`src/rtl/timer_pkg.sv`:
```
// Shared types and constants for the bomb countdown timer and its display path.
package timer_pkg;

  typedef enum logic [1:0] {
    IDLE    = 2'd0,
    RUNNING = 2'd1,
    EXPIRED = 2'd2
  } state_e;

  localparam logic [7:0] ASCII_ZERO  = 8'h30;
  localparam int         MAX_SECONDS = 599;

  // Binary seconds (0..599) to {minutes, seconds-tens, seconds-ones} ASCII.
  function automatic logic [23:0] seconds_to_ascii(input logic [9:0] secs);
    logic [9:0] sec_of_min;
    logic [7:0] d_min;
    logic [7:0] d_tens;
    logic [7:0] d_ones;
    sec_of_min = secs % 10'd60;
    d_min      = 8'(secs / 10'd60);
    d_tens     = 8'(sec_of_min / 10'd10);
    d_ones     = 8'(sec_of_min % 10'd10);
    return {ASCII_ZERO | d_min, ASCII_ZERO | d_tens, ASCII_ZERO | d_ones};
  endfunction

endpackage

```
`src/rtl/sec_to_ascii.sv`:
```
// Registered seconds-to-ASCII converter with one cycle of latency.
// RESET_SECONDS sets what the display shows while reset is asserted.
module sec_to_ascii
  import timer_pkg::*;
#(
  parameter logic [9:0] RESET_SECONDS = 10'd0
) (
  input  logic        clock,
  input  logic        reset_n,
  input  logic [9:0]  seconds_i,
  output logic [23:0] ascii_o
);

  logic [23:0] ascii_q;

  // Register the converted digits every cycle.
  always_ff @(posedge clock or negedge reset_n) begin
    if (!reset_n) ascii_q <= seconds_to_ascii(RESET_SECONDS);
    else          ascii_q <= seconds_to_ascii(seconds_i);
  end

  assign ascii_o = ascii_q;

endmodule

```
`src/rtl/countdown_timer.sv`:
```
// Bomb countdown timer: loads a preset on begin_timer, counts down one second
// every CLK_HZ enabled cycles, subtracts a penalty per strike and latches
// time_up at 0:00 until the next begin_timer or reset.
module countdown_timer
  import timer_pkg::*;
#(
  parameter int CLK_HZ      = 65_000_000,
  parameter int START_MIN   = 5,
  parameter int START_SEC   = 0,
  parameter int PENALTY_SEC = 10
) (
  input  logic        clock,
  input  logic        reset_n,
  input  logic        begin_timer,
  input  logic        enable,
  input  logic        strike,
  output logic [23:0] ascii_timer,
  output logic        time_up,
  output logic        running,
  output logic        tick
);

  localparam int              PS_W   = (CLK_HZ > 1) ? $clog2(CLK_HZ) : 1;
  localparam logic [PS_W-1:0] PS_MAX = PS_W'(CLK_HZ - 1);
  localparam logic [9:0]      PRESET = 10'(START_MIN * 60 + START_SEC);
  localparam logic [10:0]     PEN    = 11'(PENALTY_SEC);

  state_e          state_q, state_d;
  logic [9:0]      remaining_q, remaining_d;
  logic [PS_W-1:0] prescale_q, prescale_d;
  logic            tick_q, tick_d;
  logic            running_q, time_up_q;
  logic            wrap;
  logic [10:0]     sub;

  // Next-state logic: begin_timer wins over counting, strikes and ticks.
  always_comb begin
    state_d     = state_q;
    remaining_d = remaining_q;
    prescale_d  = prescale_q;
    tick_d      = 1'b0;
    wrap        = 1'b0;
    sub         = 11'd0;
    if (begin_timer) begin
      remaining_d = PRESET;
      prescale_d  = '0;
      state_d     = RUNNING;
    end else if (state_q == RUNNING && enable) begin
      if (prescale_q == PS_MAX) begin
        prescale_d = '0;
        wrap       = 1'b1;
      end else begin
        prescale_d = prescale_q + PS_W'(1);
      end
      // A strike landing on a second boundary removes PENALTY_SEC+1 at once.
      sub = (strike ? PEN : 11'd0) + (wrap ? 11'd1 : 11'd0);
      if (sub != 11'd0) begin
        remaining_d = ({1'b0, remaining_q} > sub) ? 10'({1'b0, remaining_q} - sub) : 10'd0;
        if (remaining_d == 10'd0) state_d = EXPIRED;
      end
      tick_d = wrap;
    end
  end

  // State, counters and status flags; flags follow the next state so they
  // change on the same edge as the FSM.
  always_ff @(posedge clock or negedge reset_n) begin
    if (!reset_n) begin
      state_q     <= IDLE;
      remaining_q <= PRESET;
      prescale_q  <= '0;
      tick_q      <= 1'b0;
      running_q   <= 1'b0;
      time_up_q   <= 1'b0;
    end else begin
      state_q     <= state_d;
      remaining_q <= remaining_d;
      prescale_q  <= prescale_d;
      tick_q      <= tick_d;
      running_q   <= (state_d == RUNNING);
      time_up_q   <= (state_d == EXPIRED);
    end
  end

  sec_to_ascii #(
    .RESET_SECONDS(PRESET)
  ) u_disp (
    .clock    (clock),
    .reset_n  (reset_n),
    .seconds_i(remaining_q),
    .ascii_o  (ascii_timer)
  );

  assign tick    = tick_q;
  assign running = running_q;
  assign time_up = time_up_q;

endmodule
```
`config.mk`:
```
export PLATFORM = sky130hd
export DESIGN_NAME = countdown_timer
export DESIGN_NICKNAME = d
export VERILOG_FILES = /design/src/rtl/timer_pkg.sv /design/src/rtl/sec_to_ascii.sv /design/src/rtl/countdown_timer.sv
export SDC_FILE = /design/constraint.sdc
export NUM_CORES = 1
export LEC_CHECK = 0
export BUFFER_PORTS_ARGS = -buffer_cell sky130_fd_sc_hd__buf_2
export CORE_ASPECT_RATIO = 1.5
export CORE_MARGIN = 2
export CORE_UTILIZATION = 49
export CTS_CLUSTER_DIAMETER = 150
export DETAILED_ROUTE_END_ITERATION = 12
export GPL_ROUTABILITY_DRIVEN = 0
export GPL_TIMING_DRIVEN = 0
export PLACE_DENSITY = 0.67
export SKIP_CTS_REPAIR_TIMING = 1
export SLEW_MARGIN = 10
export SYNTH_ARGS = -nofsm -noshare
export SYNTH_HDL_FRONTEND = slang
export SYNTH_SLANG_ARGS = --single-unit
```
`constraint.sdc`:
```
create_clock -name clock -period 5.03 [get_ports clock]
set_clock_uncertainty 0.2 [all_clocks]
set_input_delay 1.006 -clock clock [delete_from_list [all_inputs] [get_ports clock]]
set_output_delay 1.006 -clock clock [all_outputs]
set_load 0.02 [all_outputs]
```
# Word level (Yosys, flattened, before mapping)
# Index checks and enable logic that the tools add are counted.
# totals
ff_bits	59
input_bits	5
word_cells	43
# classes
n_addsub	3
n_div	4
order_cmp	1
eq_ne	4
n_mux	18
n_reduce_logical	6
# ops
operator	count
2-to-1 mux 26 bit	3
2-to-1 mux 10 bit	4
adder 26 x 1 -> 26 bit (second input constant)	1
equality test 26 bit (second input constant)	1
nonzero test 11 bit	1
divider 10 x 4 -> 10 bit (second input constant)	1
divider 10 x 6 -> 10 bit (second input constant)	1
greater-than comparator 10 x 5 -> 1 bit	1
zero test 10 bit	1
remainder unit 10 x 4 -> 10 bit (second input constant)	1
remainder unit 10 x 6 -> 10 bit (second input constant)	1
subtractor 10 x 5 -> 10 bit	1
2-to-1 mux 2 bit	4
2-to-1 mux 1 bit	6
adder 4 x 1 -> 5 bit	1
equality test 2 x 1 -> 1 bit (second input constant)	2
2-to-1 mux 4 bit	1
nonzero test 2 bit	2
equality test 2 bit (second input constant)	1
AND reduction 2 bit	1
logical AND 1 bit	1

# Logic depth before layout (Yosys ltp)
# Gate-level depths: netlist of run 1.
# logic_depth
ltp_word	14
ltp_mapped	18
mapped_depth_nobuf	17

# By module
# A second synthesis of run 1 with hierarchy kept.
# hier_totals
cells_unflattened	437
area_unflattened_um2	3839.9
# modules_own_cells
mod	instances	cells_each	area_each_um2
countdown_timer	1	286	2531.2
sec_to_ascii	1	151	1308.8

# Worst setup path before layout of run 1
# No wires, ideal clock.
# synth_timing
kind	reg2reg
from	register prescale_q[0]
to	register running_q, in the netlist running
arrival_ns	3.953
t_required_ns	4.712
slack_ns	0.759
stages_incl_launch_ff	18
n_path_buf	1
cell_sequence	dfrtp_1 ha_1 nand3_1 nor2_1 nand2_1 nor4_1 clkbuf_1 ha_1 inv_1 fa_1 o21ai_0 nand2_1 or3_1 xnor2_1 a2111oi_0 o2111a_1 inv_1 a21o_1
# synth_between
elab_chain_len	14
word_cells_on_any_way	16
# synth_rtl
element	line_no	rtl
start, declared	countdown_timer.sv:30	logic [PS_W-1:0] prescale_q, prescale_d;
start signal, assigned	countdown_timer.sv:78	prescale_q <= prescale_d;
equality test 26 bit (*)	countdown_timer.sv:49	if (prescale_q == PS_MAX) begin
2-to-1 mux 1 bit (*)	countdown_timer.sv:49	
2-to-1 mux 1 bit (*)	countdown_timer.sv:48	end else if (state_q == RUNNING && enable) begin
2-to-1 mux 1 bit (*)	countdown_timer.sv:44	if (begin_timer) begin
2-to-1 mux 1 bit (*)	countdown_timer.sv:56	sub = (strike ? PEN : 11'd0) + (wrap ? 11'd1 : 11'd0);
adder 4 x 1 -> 5 bit (*)	countdown_timer.sv:56	
subtractor 10 x 5 -> 10 bit / greater-than comparator 10 x 5 -> 1 bit (equally long branches)	countdown_timer.sv:58	remaining_d = ({1'b0, remaining_q} > sub) ? 10'({1'b0, remaining_q} - sub) : 10'd0;
2-to-1 mux 10 bit	countdown_timer.sv:58	
zero test 10 bit	countdown_timer.sv:59	if (remaining_d == 10'd0) state_d = EXPIRED;
2-to-1 mux 2 bit	countdown_timer.sv:59	
2-to-1 mux 2 bit (*)	countdown_timer.sv:57	if (sub != 11'd0) begin
2-to-1 mux 2 bit (*)	countdown_timer.sv:48	
2-to-1 mux 2 bit (*)	countdown_timer.sv:44	
equality test 2 x 1 -> 1 bit (*)	countdown_timer.sv:80	running_q <= (state_d == RUNNING);
end signal, assigned	countdown_timer.sv:80	
end, declared	countdown_timer.sv:32	logic running_q, time_up_q;
# Every way passes the cells marked *; elsewhere a longest branch is shown, timed or not. The select of a mux whose other input is x is not followed.
# A chain may end at the register's enable or synchronous reset.

# Worst setup path in the final report of run 1
# Ends and elaborated chain as after synthesis.

==> flow_summary.yaml, run 1 <==
global_route:
  grtUsageTotal: 0.229
  grt_pass1_vias: 3410
  grt_pass1_wl_um: 15200
  grt_max_degree: 57
  antenna_found_initial: 0
  overflow: 0
placed_design:
  hpwl_um: 6650
  port_buffers: 21
  place_area_um2: 4050
drt:
  vias: 3474
  final_antenna_net_count: 0
  wl_um: 9190
  wl_per_cell_um: 15.7
  drt_iter0_markers: 230
  viasPerCell: 5.94
  drc: 0
  drtPass1Iterations: 4
logic_synthesis:
  ys_ff_latch: 56
  synthTopCellsByArea: "dfrtp_1 (33%), o21ai_0 (4.6%), dfstp_2 (4.2%)"
  synth_ff_type: "dfrtp_1"
  netlist_instances: 443
  synth_top_cell_by_area: "dfrtp_1"
  synth_top_area_share: 0.332
  async_flop_share: 1.00
  synth_seq_area_share: 0.374
  synth_cell_types: 79
  syn_area_per_cell_um2: 8.51
  yosysWarningCount: 0
  synth_area_um2: 3770
  synth_common_cells: "dfrtp_1 (50), nor2_1 (41), nand2_1 (40), o21ai_0 (35), a21oi_1 (30)"
  synth.most_common_cell: "dfrtp_1"
  synth_edf_count: 0
power_and_ir_drop:
  ir_drop_v: 0.000167
  p_sw_uw: 334
  power_density_nw_per_um2: 289
  pwr-share-clk: 0.404
  power_mw: 1.24
  p_int_uw: 904
  p_leak_nw: 1.79
  pwr-share-seq: 0.392
  switching_share: 0.270
  pwr-share-comb: 0.203
hold_path:
  hold_depth: 0
  min_path_type: "reg2reg"
timing:
  fin_setup_tns_ps: 0
  slew_violations: 0
  period_minus_slack_ps: 4620
  hold-worst-slack_ps: 206
  worstMarginPinSlew_ps: 707
  rsz0062_at_grt: "no"
  hold_viol: 0
  setup_violations: 0
  finalCritPeriodShare: 0.918
  max_freq_mhz: 216
  max_slew_margin: 0.529
die:
  dieHeight_um: 111
  placementRows: 39
  fp.coreArea_um2: 7560
  die_x_um: 75.6
  start_util: 0.498
  boundaryPins: 32
  die-area_um2: 8430
clocking:
  htree_num_levels: 2
  clock_path_buffers: 2
  cts.clk_slew.worst_paths_ps: 70
  cts_tree: "yes"
  root_buffer: "clkbuf_16"
  clock-sinks: 56
  numCtsBuffers: 5
  clk_latency_ps: 300
critical_path:
  worst_path_largest_cell_delay_ps: 440
  crit_chain: "ha_1 -> nand3_1 -> nor2_1 -> nand2_1 -> nor4_2 -> clkbuf_2 -> ha_1 -> inv_1 -> fa_1 -> o21ai_1 -> nand2_1 -> or3_1 -> xnor2_1 -> a2111oi_2 -> o2111a_1 -> inv_1 -> a21o_1"
  slowest_stage: "fa_1"
  critPathRequiredTime_ps: 5020
  end_kind: "flop"
  startpoint_type: "flop"
  cp.arrival_ps: 4610
  path_max_fanout: 10
  crit_type: "reg2reg"
  reg2reg_depth: 17
finish:
  n_antenna_cell: 0
  drive_gt1_frac: 0.166
  final_nets: 492
  fin_area_um2: 4290
  syn2layout_area_growth_pct: 13.8
  n_fill_cell: 698
  final_util: 0.567
job:
  max_cap_violations: 0
status:
  status: "completed"
[cells in the final DEF, fill, tap and decap left out, types with 9 or more instances in the layout]
cell type and n:
nand3_1 17, nor3_1 11, a21oi_1 30, conb_1 13
inv_1 15, nand2_1 40, buf_2 29, clkbuf_1 9
o21ai_0 34, nor2_1 41, dfrtp_1 50, buf_4 13
o31ai_1 10
[area by class of cell]
| class | instances | area [µm²] | area share |
|---|---|---|---|
| clock buffers | 5 | 125 | 0.0292 |
| well taps | 102 | 128 | 0.0297 |
| clock inverters | 3 | 90.1 | 0.0210 |
| repair buffers | 21 | 108 | 0.0251 |
| plain buffers | 34 | 208 | 0.0484 |
| flip-flops and latches | 56 | 1410 | 0.328 |
| inverters | 16 | 60.1 | 0.0140 |
| multi-input cells | 348 | 2160 | 0.504 |
[worst max-delay path: cells and delay by family (launching register included)]
family,cells,cell delay [ps]
adder cells (fa/ha/maj),3,820
AO/OA/AOI/OAI,4,1060
flip-flops,1,390
XOR/XNOR,1,170
AND/OR/NAND/NOR,6,1450
buffers and inverters,3,410
[power by group through the flow]
stage,logic (mW),clock network (mW),registers [mW]
2_1_floorplan,0.156,0,0.521
3_3_place_gp,0.244,0,0.494
3_5_place_dp,0.249,0,0.495
4_1_cts,0.250,0.507,0.486
5_1_grt,0.279,0.522,0.489
6_report,0.252,0.501,0.486
[registers in the layout, summed over array words and instances, names as in the netlist]
name / cells
state_q: 2
time_up: 1
running: 1
remaining_q: 10
prescale_q: 26
tick: 1
u_disp.ascii_o: 15
[through the flow]
step,cells,worst slack (ps)
finish,585,410
global route,585,56.9
CTS,585,-309
detailed placement,577,-264
global placement,577,-180
floorplan,454,759
[worst paths after layout]
check                                from                 end  slack (ps)
max                         prescale_q[0]             running         410
min                        remaining_q[0]   u_disp.ascii_o[0]         210
max reg2reg                 prescale_q[0]             running         410
min reg2reg                remaining_q[0]   u_disp.ascii_o[0]         210
max in group asynchronous         reset_n       prescale_q[5]        3610
min in group asynchronous         reset_n  u_disp.ascii_o[10]         550
[per-layer routing]
layer / vias to the layer above / GRT usage / wire length [µm]
met5: - / 0 / 0
met4: 0 / 0.102 / 289
met3: 24 / 0.0326 / 248
met2: 76 / 0.395 / 4970
met1: 1697 / 0.272 / 3680
li1: 1677 / - / -
[cells by family after synthesis]
| logic type | share of synthesized area |
|---|---|
| other cells | 0.00199 |
| buf+inv | 0.0707 |
| simple gates | 0.220 |
| mux | 0.00266 |
| compound gates | 0.272 |
| fa+ha+maj | 0.0242 |
| xor+xnor | 0.0349 |
| flops | 0.374 |
Power figures use the tool's default switching activity.
==> run 2, diff against run 1 <==
Settings changed: PLACE_DENSITY 0.67 to default, PLACE_DENSITY_LB_ADDON from default to 0.15.
Clock period 5.03 ns to 5 ns, I/O delays scaled along.
==> run 2 against run 1 <==
Flip-flop and latch count unchanged. Setup slack worse by 5.9 ps. Final cell count up 0.17%. Sequential share of layout area up 0.26 points. Total power down 7.4%. Combinational power about the same. Sequential power about the same. Largest cell class unchanged.
==> flow_summary.yaml, run 2 (same netlist as run 1, synthesis figures left out) <==
status:
  status: "completed"
timing:
  hold_viol: 0
  worstMarginPinSlew_ps: 599
  finalCritPeriodShare: 0.919
  hold-worst-slack_ps: 220
  max_slew_margin: 0.601
  setup_violations: 0
  period_minus_slack_ps: 4600
  slew_violations: 0
  rsz0062_at_grt: "no"
  max_freq_mhz: 218
die:
  fp.coreArea_um2: 7560
  placementRows: 39
  die_x_um: 75.6
  start_util: 0.498
  dieHeight_um: 111
  boundaryPins: 32
  die-area_um2: 8430
critical_path:
  slowest_stage: "fa_1"
  end_kind: "flop"
  cpLargestDelayFamily: "simple AND/OR/NAND/NOR gates"
  crit_type: "reg2reg"
  cp.arrival_ps: 4590
  crit_chain: "ha_1 -> nand3_1 -> nor2_1 -> nand2_1 -> nor4_2 -> clkbuf_2 -> ha_1 -> inv_1 -> fa_1 -> o21ai_1 -> nand2_1 -> or3_1 -> xnor2_1 -> a2111oi_2 -> o2111a_1 -> inv_1 -> a21o_1"
  path_max_fanout: 10
  worst_path_largest_cell_delay_ps: 440
  path_buf_inv: 3
  critPathLaunch: "prescale_q[0]"
  r2r-start: "prescale_q[0]"
  startpoint_type: "flop"
  critPathRequiredTime_ps: 4990
placed_design:
  place_area_um2: 4060
  port_buffers: 21
  hpwl_um: 6790
global_route:
  antenna_found_initial: 0
  grt_pass1_vias: 3366
  grt_max_degree: 32
  grt_pass1_wl_um: 15400
  grtUsageTotal: 0.230
  overflow: 0
drt:
  final_antenna_net_count: 0
  drt_iter0_markers: 224
  vias: 3413
  drtPass1Iterations: 4
  wl_per_cell_um: 15.6
  wl_um: 9150
  viasPerCell: 5.82
  drc: 0
finish:
  largest_reg_flops: 26
  final_nets: 493
  fin_area_um2: 4260
  syn2layout_area_growth_pct: 12.9
  regMostFlops: "prescale_q"
  layout_commonest_cell: "dfrtp_1"
  n_antenna_cell: 0
  n_fill_cell: 719
  final_cell_mix: "dfrtp_1 (50), nor2_1 (41), nand2_1 (40)"
  drive_gt1_frac: 0.165
power_and_ir_drop:
  ir_drop_v: 0.000239
  pwr-share-seq: 0.426
  p_leak_nw: 1.78
  power_density_nw_per_um2: 269
  p_sw_uw: 337
  p_int_uw: 809
  pwr-share-clk: 0.352
  power_mw: 1.15
  switching_share: 0.294
  pwr-share-comb: 0.221
clocking:
  clock_path_buffers: 2
  clock-sinks: 56
  cts_tree: "yes"
  clk_latency_ps: 300
  cts.clk_slew.worst_paths_ps: 80
  numCtsBuffers: 5
  htree_num_levels: 2
  root_buffer: "clkbuf_16"
hold_path:
  hold_start: "remaining_q[0]"
  min_path_type: "reg2reg"
job:
  max_cap_violations: 0
run 2: changes by cell type in the layout (fill, tap and decap cells not counted):
| cell | before | now |
|---|---|---|
| buf_2 | 29 | 30 |
| bufinv_16 | 3 | 1 |
| buf_4 | 13 | 12 |
| buf_12 | 0 | 1 |
| clkbuf_1 | 9 | 10 |
| clkinv_2 | 0 | 1 |
run 2: final timing paths:
check                                endpoint  slack [ps]  cells after the start
max                                   running         400                     17
min                         u_disp.ascii_o[0]         220                      0
max reg2reg                           running         400                     17
min reg2reg                 u_disp.ascii_o[0]         220                      0
max in group asynchronous  u_disp.ascii_o[18]        3450                      2
min in group asynchronous  u_disp.ascii_o[17]         500                      1
run 2: area by class of cell:
cell class,instances,area [µm²],share of cell area
multi-input cells,348,2160,0.508
flip-flops and latches,56,1410,0.331
plain buffers,34,208,0.0488
clock buffers,6,129,0.0303
well taps,102,128,0.0300
repair buffers,22,125,0.0294
inverters,16,60.1,0.0141
clock inverters,2,35.0,0.00823
run 2: through the flow:
stage,setup slack [ps],TNS (ps),cells,utilization
final,405,0,586,0.563
after global routing,72.6,0,586,0.563
after CTS,-400,-1870,586,0.559
after detailed placement,-372,-1600,578,0.537
after global placement,-259,-943,577,0.535
after floorplan,729,0,454,-
run 2: worst reg2reg max path: stages (launching register included):
cell	delay [ps]
dfrtp_1	390
ha_1	190
nand3_1	220
nor2_1	170
nand2_1	130
nor4_2	400
clkbuf_2	300
ha_1	230
inv_1	60
fa_1	440
o21ai_1	300
nand2_1	110
or3_1	390
xnor2_1	170
a2111oi_2	300
o2111a_1	270
inv_1	50
a21o_1	170
run 2: power groups by stage:
stage | registers (mW) | logic, mW | clock network (mW)
global placement | 0.497 | 0.245 | 0
finish | 0.489 | 0.254 | 0.404
CTS | 0.489 | 0.253 | 0.410
detailed placement | 0.498 | 0.252 | 0
floorplan | 0.524 | 0.157 | 0
global route | 0.492 | 0.279 | 0.429
run 2: per-layer routing:
metal	vias up	wire [µm]	track usage
met1	1637	3660	0.275
li1	1685	-	-
met2	76	5030	0.403
met4	0	187	0.0889
met3	15	271	0.0317
met5	-	0	0
==> run 3, diff against run 2 <==
Settings changed: REMOVE_ABC_BUFFERS from default to 1.
==> run 3 against run 2 <==
Sequential share of layout area grew 1.6 points. Maximum frequency grew 0.45%. Cell area shrank 4.7%. Die area is the same.
==> flow_summary.yaml, run 3 (same netlist as run 1, synthesis figures left out) <==
status:
  status: "completed"
job:
  max_cap_violations: 0
die:
  placementRows: 39
  boundaryPins: 32
  die-area_um2: 8430
  start_util: 0.498
  die_x_um: 75.6
  dieHeight_um: 111
  fp.coreArea_um2: 7560
finish:
  final_nets: 460
  drive_gt1_frac: 0.124
  syn2layout_area_growth_pct: 7.63
  final_cell_mix: "dfrtp_1 (50), nor2_1 (41), nand2_1 (40)"
  fin_cells: 553
  final-seq-area_um2: 1410
  layout_commonest_cell: "dfrtp_1"
  multi_input_area_um2: 2150
  n_antenna_cell: 0
  regMostFlops: "prescale_q"
  n_fill_cell: 720
  largest_reg_flops: 26
placed_design:
  hpwl_um: 6180
  port_buffers: 22
  placedCellCount: 545
global_route:
  antenna_found_initial: 0
  overflow: 0
  grtUsageTotal: 0.224
  grt_pass1_wl_um: 15000
  grt_max_degree: 57
  grt_pass1_vias: 3235
clocking:
  cts_tree: "yes"
  cts.clk_slew.worst_paths_ps: 70
  clock_path_buffers: 2
  root_buffer: "clkbuf_16"
  clk_latency_ps: 300
  numCtsBuffers: 5
  clock-sinks: 56
  htree_num_levels: 2
drt:
  final_antenna_net_count: 0
  vias: 3316
  viasPerCell: 6.00
  wl_per_cell_um: 15.7
  wl_um: 8690
  drc: 0
  drt_iter0_markers: 164
  drtPass1Iterations: 5
critical_path:
  end_kind: "flop"
  path_max_fanout: 11
  crit_type: "reg2reg"
  critPathRequiredTime_ps: 4990
  cp.arrival_ps: 4560
  startpoint_type: "flop"
timing:
  max_slew_margin: 0.371
  finalCritPeriodShare: 0.915
  hold-worst-slack_ps: 199
  rsz0062_at_grt: "no"
  setup_violations: 0
  hold_viol: 0
  worstMarginPinSlew_ps: 940
  max_freq_mhz: 219
  slew_violations: 0
  period_minus_slack_ps: 4570
power_and_ir_drop:
  p_leak_nw: 1.66
  ir_drop_v: 0.000136
  power_density_nw_per_um2: 290
hold_path:
  min_path_type: "reg2reg"
-- run 3: cell types whose count changed in the layout (fill, tap and decap cells not counted), moves of 3 or more --
cell      previous run  this run
buf_4               12         1
clkbuf_1            10         1
buf_6                3         0
buf_2               30        22
-- run 3: critical path, stage by stage (launching register included) --
cell and delay [ps]:
dfrtp_1 380, ha_1 190, nand3_1 230, nor2_1 170, nand2_1 110, nor4_2 350, buf_2 290, ha_1 210
inv_1 50, fa_1 440, inv_1 110, a32oi_1 60, o22a_1 220, nor4_2 640, nor2_1 150, nor2_1 170
o2111a_1 270, inv_1 60, a21o_1 170
-- run 3: final timing paths --
check / from / end / slack (ps) / depth (start not counted)
max: prescale_q[0] / running / 430 / 18
min: remaining_q[0] / u_disp.ascii_o[0] / 200 / 0
max reg2reg: prescale_q[0] / running / 430 / 18
min reg2reg: remaining_q[0] / u_disp.ascii_o[0] / 200 / 0
max in group asynchronous: reset_n / u_disp.ascii_o[9] / 3570 / 1
min in group asynchronous: reset_n / u_disp.ascii_o[14] / 550 / 1
-- run 3: area by class of cell --
class,instances,share of cell area
timing repair buffer,23,0.0290
tap,102,0.0315
multi-input combinational,348,0.531
sequential,56,0.347
clock buffer,6,0.0318
clock inverter,2,0.0148
inverter,16,0.0148
-- run 3: per-layer routing --
metal,up-vias,routed length [µm],share of wire,global-route usage
met5,-,0,0,0
met4,0,232,0.027,0.0877
met3,17,289,0.033,0.0362
met2,76,4700,0.54,0.392
met1,1617,3460,0.40,0.264
li1,1606,-,-,-
-- run 3: metrics by stage --
| stage | setup TNS [ps] | power (mW) | worst slack, ps | util | area, µm² |
|---|---|---|---|---|---|
| after detailed placement | 0 | 0.732 | 11.9 | 0.510 | 3860 |
| final | 0 | 1.18 | 425 | 0.536 | 4060 |
| after global routing | 0 | 1.24 | 3.59 | 0.536 | 4060 |
| after global placement | -7160 | 0.728 | -894 | 0.508 | 3840 |
| after floorplan | 0 | 0.667 | 366 | - | 3600 |
| after CTS | -10.3 | 1.18 | -10.3 | 0.535 | 4050 |
-- run 3: power breakdown --
group,switching (mW),internal (mW)
clock network,0.164,0.288
registers,0.0174,0.480
logic,0.146,0.0814
